<file path="src/rtl/i3c_auton_ibi_queue_pkg.sv">
// Shared constants for the autonomous I3C IBI/Hot-Join request queue.
// Holds the FSM state encodings and the counter widths used by the top level.
package i3c_auton_ibi_queue_pkg;

    localparam int unsigned IBIQ_STATE_W = 2;
    localparam int unsigned IBIQ_RETRY_W = 4;
    localparam int unsigned IBIQ_BO_W    = 16;
    localparam int unsigned IBIQ_BYTE_W  = 8;

    localparam logic [1:0] IBIQ_IDLE    = 2'd0;
    localparam logic [1:0] IBIQ_IBI     = 2'd1;
    localparam logic [1:0] IBIQ_HJ      = 2'd2;
    localparam logic [1:0] IBIQ_BACKOFF = 2'd3;

endpackage

</file>
<file path="src/rtl/i3c_auton_ibi_queue_sync_fifo.sv">
// Synchronous FIFO with an occupancy output and a registered write-ready flag.
// Ports:
//   clk, rst            clock and synchronous active-high reset
//   wr_en, wr_data      write request and data; accepted only when wr_ready = 1
//   wr_ready            registered "not full"
//   rd_en, rd_data      pop request and current head (valid while level != 0)
//   level               registered occupancy, 0..2**AW
module i3c_sync_fifo #(
    parameter int unsigned W  = 8,
    parameter int unsigned AW = 2
) (
    input  logic          clk,
    input  logic          rst,
    input  logic          wr_en,
    input  logic [W-1:0]  wr_data,
    output logic          wr_ready,
    input  logic          rd_en,
    output logic [W-1:0]  rd_data,
    output logic [AW:0]   level
);

    localparam int unsigned DEPTH = 1 << AW;

    logic [W-1:0]  mem [DEPTH];
    logic [AW-1:0] wr_ptr;
    logic [AW-1:0] rd_ptr;
    logic [AW:0]   level_nx;
    logic          push;
    logic          pop;

    // A full FIFO refuses a write even if a pop happens in the same cycle.
    assign push    = wr_en & wr_ready;
    assign pop     = rd_en & (level != '0);
    assign rd_data = mem[rd_ptr];

    // Next occupancy
    always_comb begin
        level_nx = level;
        if (push && !pop) begin
            level_nx = level + (AW+1)'(1);
        end else if (!push && pop) begin
            level_nx = level - (AW+1)'(1);
        end
    end

    // Storage array, no reset needed
    always_ff @(posedge clk) begin
        if (push) begin
            mem[wr_ptr] <= wr_data;
        end
    end

    // Pointers, level and ready flag; pointers wrap naturally at 2**AW
    always_ff @(posedge clk) begin
        if (rst) begin
            wr_ptr   <= '0;
            rd_ptr   <= '0;
            level    <= '0;
            wr_ready <= 1'b1;
        end else begin
            if (push) begin
                wr_ptr <= wr_ptr + AW'(1);
            end
            if (pop) begin
                rd_ptr <= rd_ptr + AW'(1);
            end
            level    <= level_nx;
            wr_ready <= (level_nx != (AW+1)'(DEPTH));
        end
    end

endmodule

</file>
<file path="src/rtl/i3c_auton_ibi_queue.sv">
// System-side IBI/Hot-Join requester for the autonomous I3C slave wrapper.
// Queues event bytes, raises one IBI request at a time, retries NACKed IBIs
// after a backoff, drops an event after RETRY_MAX NACKs, and lets Hot-Join
// pre-empt queued IBIs.
// Ports:
//   CLK, RST                    clock, synchronous active-high reset
//   ev_valid/ev_byte/ev_ready   event push interface
//   hj_pend                     level Hot-Join request from the system
//   cfg_ibi_ena                 IBI enable (already synchronized)
//   i_ibi_req/i_ibi_byte/i_hj_req   request outputs to the wrapper
//   o_ibi_done/o_ibi_nacked     completion pulses from the wrapper
//   hj_ack/ev_sent/ev_drop      one-cycle status pulses
//   q_level                     FIFO occupancy
module i3c_auton_ibi_queue
    import i3c_auton_ibi_queue_pkg::*;
#(
    parameter int unsigned FIFO_AW     = 2,
    parameter int unsigned RETRY_MAX   = 3,
    parameter logic [15:0] BACKOFF_CYC = 16'd1000,
    parameter int unsigned ENA_HJ      = 1
) (
    input  logic               CLK,
    input  logic               RST,
    input  logic               ev_valid,
    input  logic [7:0]         ev_byte,
    output logic               ev_ready,
    input  logic               hj_pend,
    input  logic               cfg_ibi_ena,
    output logic               i_ibi_req,
    output logic [7:0]         i_ibi_byte,
    output logic               i_hj_req,
    input  logic               o_ibi_done,
    input  logic               o_ibi_nacked,
    output logic               hj_ack,
    output logic               ev_sent,
    output logic               ev_drop,
    output logic [FIFO_AW:0]   q_level
);

    localparam logic HJ_EN = (ENA_HJ != 0);
    localparam logic [IBIQ_RETRY_W-1:0] RETRY_LIM = IBIQ_RETRY_W'(RETRY_MAX);

    logic [IBIQ_STATE_W-1:0] state, state_nx;
    logic [IBIQ_RETRY_W-1:0] retry, retry_nx;
    logic [IBIQ_BO_W-1:0]    bo_cnt, bo_cnt_nx;
    logic                    ibi_req_nx;
    logic                    hj_req_nx;
    logic [7:0]              ibi_byte_nx;
    logic                    ev_sent_nx;
    logic                    ev_drop_nx;
    logic                    hj_ack_nx;
    logic                    pop;
    logic [7:0]              head;
    logic                    hj_want;

    i3c_sync_fifo #(
        .W  (IBIQ_BYTE_W),
        .AW (FIFO_AW)
    ) u_fifo (
        .clk      (CLK),
        .rst      (RST),
        .wr_en    (ev_valid),
        .wr_data  (ev_byte),
        .wr_ready (ev_ready),
        .rd_en    (pop),
        .rd_data  (head),
        .level    (q_level)
    );

    assign hj_want = HJ_EN & hj_pend;

    // State and registered outputs
    always_ff @(posedge CLK) begin
        if (RST) begin
            state      <= IBIQ_IDLE;
            retry      <= '0;
            bo_cnt     <= '0;
            i_ibi_req  <= 1'b0;
            i_ibi_byte <= '0;
            i_hj_req   <= 1'b0;
            ev_sent    <= 1'b0;
            ev_drop    <= 1'b0;
            hj_ack     <= 1'b0;
        end else begin
            state      <= state_nx;
            retry      <= retry_nx;
            bo_cnt     <= bo_cnt_nx;
            i_ibi_req  <= ibi_req_nx;
            i_ibi_byte <= ibi_byte_nx;
            i_hj_req   <= hj_req_nx;
            ev_sent    <= ev_sent_nx;
            ev_drop    <= ev_drop_nx;
            hj_ack     <= hj_ack_nx;
        end
    end

    // Next-state and next-output logic
    always_comb begin
        state_nx    = state;
        retry_nx    = retry;
        bo_cnt_nx   = bo_cnt;
        ibi_req_nx  = 1'b0;
        hj_req_nx   = 1'b0;
        ibi_byte_nx = i_ibi_byte;
        ev_sent_nx  = 1'b0;
        ev_drop_nx  = 1'b0;
        hj_ack_nx   = 1'b0;
        pop         = 1'b0;

        case (state)
            IBIQ_IDLE: begin
                if (hj_want) begin
                    state_nx  = IBIQ_HJ;
                    hj_req_nx = 1'b1;
                end else if ((q_level != '0) && cfg_ibi_ena) begin
                    state_nx    = IBIQ_IBI;
                    ibi_req_nx  = 1'b1;
                    ibi_byte_nx = head;
                end
            end

            IBIQ_IBI: begin
                // Wrapper pulses win over a same-cycle disable.
                if (o_ibi_done) begin
                    pop        = 1'b1;
                    ev_sent_nx = 1'b1;
                    retry_nx   = '0;
                    state_nx   = IBIQ_IDLE;
                end else if (o_ibi_nacked) begin
                    if (retry + IBIQ_RETRY_W'(1) == RETRY_LIM) begin
                        pop        = 1'b1;
                        ev_drop_nx = 1'b1;
                        retry_nx   = '0;
                        state_nx   = IBIQ_IDLE;
                    end else begin
                        retry_nx  = retry + IBIQ_RETRY_W'(1);
                        // Counts the NACK cycle itself plus BACKOFF_CYC idle cycles.
                        bo_cnt_nx = BACKOFF_CYC;
                        state_nx  = IBIQ_BACKOFF;
                    end
                end else if (!cfg_ibi_ena) begin
                    state_nx = IBIQ_IDLE;
                end else begin
                    ibi_req_nx = 1'b1;
                end
            end

            IBIQ_BACKOFF: begin
                // Retry count is deliberately kept across a Hot-Join detour.
                if (hj_want) begin
                    state_nx  = IBIQ_HJ;
                    hj_req_nx = 1'b1;
                end else if (bo_cnt == '0) begin
                    if (cfg_ibi_ena) begin
                        state_nx    = IBIQ_IBI;
                        ibi_req_nx  = 1'b1;
                        ibi_byte_nx = head;
                    end else begin
                        state_nx = IBIQ_IDLE;
                    end
                end else begin
                    bo_cnt_nx = bo_cnt - IBIQ_BO_W'(1);
                end
            end

            IBIQ_HJ: begin
                if (o_ibi_done) begin
                    hj_ack_nx = 1'b1;
                    state_nx  = IBIQ_IDLE;
                end else if (!hj_pend) begin
                    state_nx = IBIQ_IDLE;
                end else begin
                    hj_req_nx = 1'b1;
                end
            end

            default: begin
                state_nx = IBIQ_IDLE;
            end
        endcase
    end

endmodule

</file>
<file path="config.mk">
export PLATFORM = sky130hd
export DESIGN_NAME = i3c_auton_ibi_queue
export DESIGN_NICKNAME = d
export VERILOG_FILES = /design/src/rtl/i3c_auton_ibi_queue_pkg.sv /design/src/rtl/i3c_auton_ibi_queue_sync_fifo.sv /design/src/rtl/i3c_auton_ibi_queue.sv
export SDC_FILE = /design/constraint.sdc
export NUM_CORES = 1
export LEC_CHECK = 0
export CAP_MARGIN = 30
export CORE_MARGIN = 2
export CORE_UTILIZATION = 30
export CTS_CLUSTER_SIZE = 40
export DETAILED_ROUTE_END_ITERATION = 7
export SYNTH_ARGS = -nofsm -noshare
export SYNTH_HDL_FRONTEND = slang
export SYNTH_SLANG_ARGS = --single-unit
</file>
<file path="constraint.sdc">
create_clock -name CLK -period 3.9 [get_ports CLK]
set_input_delay 0.78 -clock CLK [delete_from_list [all_inputs] [get_ports CLK]]
set_output_delay 0.78 -clock CLK [all_outputs]
set_load 0.01 [all_outputs]
</file>
==> metrics.log <==
INFO  metric run_status = completed
INFO  metric core_box_area = 11470 um2
INFO  metric critPathRequiredTime = 4.12 ns
INFO  metric final-hold-violation-count = 0
INFO  metric vias_after_detailed_routing = 2450
INFO  metric rows = 39
INFO  metric drt-pass1-iter-count = 4
INFO  metric die_h = 112.6 um
INFO  metric max-cap-violations = 0
INFO  metric filler_cell_count = 1086
INFO  metric power_leakage = 1.509 nW
INFO  metric critPathSlowestCell = sky130_fd_sc_hd__clkdlybuf4s50_1
INFO  metric drc = 0
INFO  metric post_drt_via_cell_ratio = 5.010
INFO  metric layout.cells.most_common = sky130_fd_sc_hd__dfxtp_1
INFO  metric tritoncts.num_buffers = 9
INFO  metric fin_worst_hold_slack = 0.5048 ns
INFO  metric portBuffers = 31
INFO  metric gp_congestion = 0.8347
INFO  metric synth_seq_cells = 77
INFO  metric gr-usage-all-layers = 0.1167
INFO  metric route.antenna.remaining_nets = 0
INFO  metric postPlaceCellArea = 3968 um2
INFO  metric worstReg2RegStart = retry[0]$_SDFFE_PP0P_
INFO  metric synthDistinctLibCells = 57
INFO  metric die_w = 112.6 um
INFO  metric critPathLaunchType = input port
INFO  metric syn-instance-count = 311
INFO  metric grt_antenna_before_repair = 0
INFO  metric flow.area_growth_from_synthesis = 20.70%
INFO  metric antennaDiodeCount = 0
INFO  metric grt_pass1_vias = 2327
INFO  metric synth-seq-area-share = 0.5265
INFO  metric fin_area = 4268 um2
INFO  metric final-setup-viol-count = 0
INFO  metric layout_common_cells = sky130_fd_sc_hd__dfxtp_1 (45), sky130_fd_sc_hd__nor2_1 (37), sky130_fd_sc_hd__edfxtp_1 (32)
INFO  metric postLayoutCoreUtil = 0.3722
INFO  metric setup.worst_path.end = u_fifo.wr_ready$_SDFF_PP1_
INFO  metric critical_path.endpoint_type = register
INFO  metric crit_path_max_fanout = 9
INFO  metric design.final.nets = 372
INFO  metric post_cts.resized_instances = 0
INFO  metric globalRouteOverflowTotal = 0
INFO  metric timing.reg2reg.worst_path_depth = 7
INFO  metric timing_max_transition_violations_final = 0
INFO  metric initial_utilization = 0.3083
INFO  metric worst-slew-pin-transition = 0.6531 ns
INFO  metric grt_first_pass_wirelength = 11810 um
INFO  metric max-slew-margin-rel = 0.5641
INFO  metric max_clock_buf_depth = 2
INFO  metric critPathLaunch = o_ibi_nacked
INFO  metric final_cell_count_no_fill = 489
INFO  metric clock_sinks = 77
INFO  metric synth_enable_flop_cells = 32
INFO  metric post_cts_setup_buffer_count = 0
INFO  metric ctsHoldBuffers = 0
INFO  metric final_period_minus_worst_setup_slack = 2.659 ns
INFO  metric clock-root-buffer = sky130_fd_sc_hd__clkbuf_16
INFO  metric period_share = 0.6819
INFO  metric irDropWorstVdd = 0.2216 mV
INFO  metric cts.reportedPaths.clkPinSlew = 0.06 ns
INFO  metric post_syn_area_per_cell = 11.37 um2
INFO  metric worst_ep_arrival_time = 2.88 ns
INFO  metric cts_tree = built
INFO  metric grt_start_max_net_pins = 33
INFO  metric max_clock_freq = 376.0 MHz
INFO  metric design.die.area = 12670 um2
INFO  metric reg2reg_to = u_fifo.wr_ready$_SDFF_PP1_
INFO  metric post_drt_wl_per_cell = 14.39 um
INFO  metric mappedNetlistArea = 3536 um2
INFO  metric worstSetupPathType = in -> reg
INFO  metric synth.yosys.warnings = 0
INFO  metric clock_latency = 0.34 ns
INFO  metric drive_above_1_share = 0.1040
INFO  metric rsz0062_at_grt = false
INFO  metric maximum_clock_skew_at_final_layout = 0.008527 ns
INFO  metric htree_num_levels = 3
INFO  metric cp_cell_sequence = clkdlybuf4s50_1 > and3_1 > o211ai_4 > a21oi_4 > xnor2_1 > or3_1 > a311o_1
INFO  metric async_s_r_ff_share_synth = 0
INFO  metric syn_nets = 342
INFO  metric ys.flop_type = sky130_fd_sc_hd__dfxtp_1
INFO  metric totalWireLength = 7037 um
INFO  metric setup.reg_to_reg.worst_slack = 1.55 ns
INFO  metric detail_route.iter0.violations = 138
INFO  metric final_tns_setup = 0 ns
INFO  metric power-per-cell-area = 574.4 nW/um2
INFO  metric dp.final_hpwl = 4683 um
INFO  metric io_pins = 32
INFO  metric critical_path.max_stage_delay = 0.61 ns
INFO  metric hold_path_class = reg -> reg
INFO  metric placed_cells_incl_taps = 473
-- through the flow --
step                setup WS (ns)  power (mW)
floorplan                   1.695       1.476
global placement            1.002       1.631
detailed placement         0.9346       1.640
CTS                         1.273       2.478
global route                1.156       2.607
finish                      1.241       2.451
-- flip-flops by register name, indices dropped and copies added (netlist names), named ones only --
name	count
i_ibi_byte	8
retry	4
hj_ack	1
ev_drop	1
u_fifo.wr_ready	1
u_fifo.rd_ptr	2
u_fifo.mem	32
u_fifo.wr_ptr	2
ev_sent	1
i_hj_req	1
bo_cnt	16
u_fifo.level	3
i_ibi_req	1
state	2
-- final cells by class --
| type | count | area (um2) | area share |
|---|---|---|---|
| flip-flops and latches | 77 | 1862 | 0.4362 |
| inverters | 13 | 48.80 | 0.01143 |
| well taps | 143 | 178.9 | 0.04192 |
| clock buffers | 9 | 225.2 | 0.05277 |
| repair buffers | 33 | 325.3 | 0.07622 |
| multi-input cells | 207 | 1553 | 0.3638 |
| clock inverters | 7 | 75.07 | 0.01759 |
-- how the worst min path moves through the flow --
stage,startpoint,end,cells past startpoint
3_5_place_dp,i_ibi_byte[7]$_SDFFE_PP0P_,i_ibi_byte[7]$_SDFFE_PP0P_,2
4_1_cts,u_fifo.wr_ptr[1]$_SDFFE_PP0P_,u_fifo.wr_ptr[1]$_SDFFE_PP0P_,2
3_3_place_gp,i_ibi_byte[3]$_SDFFE_PP0P_,i_ibi_byte[3]$_SDFFE_PP0P_,2
2_1_floorplan,u_fifo.wr_ptr[1]$_SDFFE_PP0P_,u_fifo.wr_ptr[1]$_SDFFE_PP0P_,2
6_report,i_ibi_byte[4]$_SDFFE_PP0P_,i_ibi_byte[4]$_SDFFE_PP0P_,2
5_1_grt,bo_cnt[1]$_SDFFE_PP0P_,bo_cnt[1]$_SDFFE_PP0P_,2
-- synthesized netlist by cell type (5+ instances only) --
cell | instances | area, um2
sky130_fd_sc_hd__mux4_2 | 8 | 180.2
sky130_fd_sc_hd__nor3_1 | 6 | 30.03
sky130_fd_sc_hd__nand2_1 | 11 | 41.29
sky130_fd_sc_hd__edfxtp_1 | 32 | 960.9
sky130_fd_sc_hd__and3_1 | 9 | 56.30
sky130_fd_sc_hd__a21oi_1 | 16 | 80.08
sky130_fd_sc_hd__o21ai_0 | 8 | 40.04
sky130_fd_sc_hd__xor2_1 | 13 | 113.9
sky130_fd_sc_hd__dfxtp_1 | 45 | 900.9
sky130_fd_sc_hd__mux2i_1 | 9 | 90.09
sky130_fd_sc_hd__clkbuf_1 | 5 | 18.77
sky130_fd_sc_hd__or3_1 | 6 | 37.54
sky130_fd_sc_hd__nor2_1 | 37 | 138.9
sky130_fd_sc_hd__inv_1 | 13 | 48.80
sky130_fd_sc_hd__xnor2_1 | 6 | 52.55
sky130_fd_sc_hd__nand2b_1 | 5 | 31.28
sky130_fd_sc_hd__nand3_1 | 12 | 60.06
sky130_fd_sc_hd__ha_1 | 16 | 200.2
-- report_power, final --
part           switching [mW]  internal, mW  leakage (nW)
sequential             0.0745         0.928         0.660
combinational           0.339         0.283         0.705
clock                   0.374         0.453         0.145
-- kinds of logic (layout without fill, tap and decap cells) --
family,after synthesis,in the layout,share of synthesized area
muxes,17,17,0.07643
AOI/OAI and AO/OA,45,45,0.09484
DFF,77,77,0.5265
xor gates and xnor gates,19,19,0.04706
and+or+nand+nor,109,109,0.1614
buffers and inverters,27,62,0.03432
adders and majority gates,17,17,0.05945
-- metal layers --
metal | vias to the layer above | wire length (um) | GRT usage
li1 | 1195 | - | -
met1 | 1190 | 3326 | 0.1538
met2 | 59 | 3300 | 0.1844
met3 | 6 | 348 | 0.04158
met4 | 0 | 61 | 0.02764
met5 | - | 0 | 0
-- critical path: cells and delay by family --
family / cells / cell delay (ns)
XOR/XNOR: 1 / 0.14
AND/OR/NAND/NOR: 2 / 0.58
AO/OA/AOI/OAI: 3 / 0.76
buffers and inverters: 1 / 0.61
(Power assumes the default switching activity.)
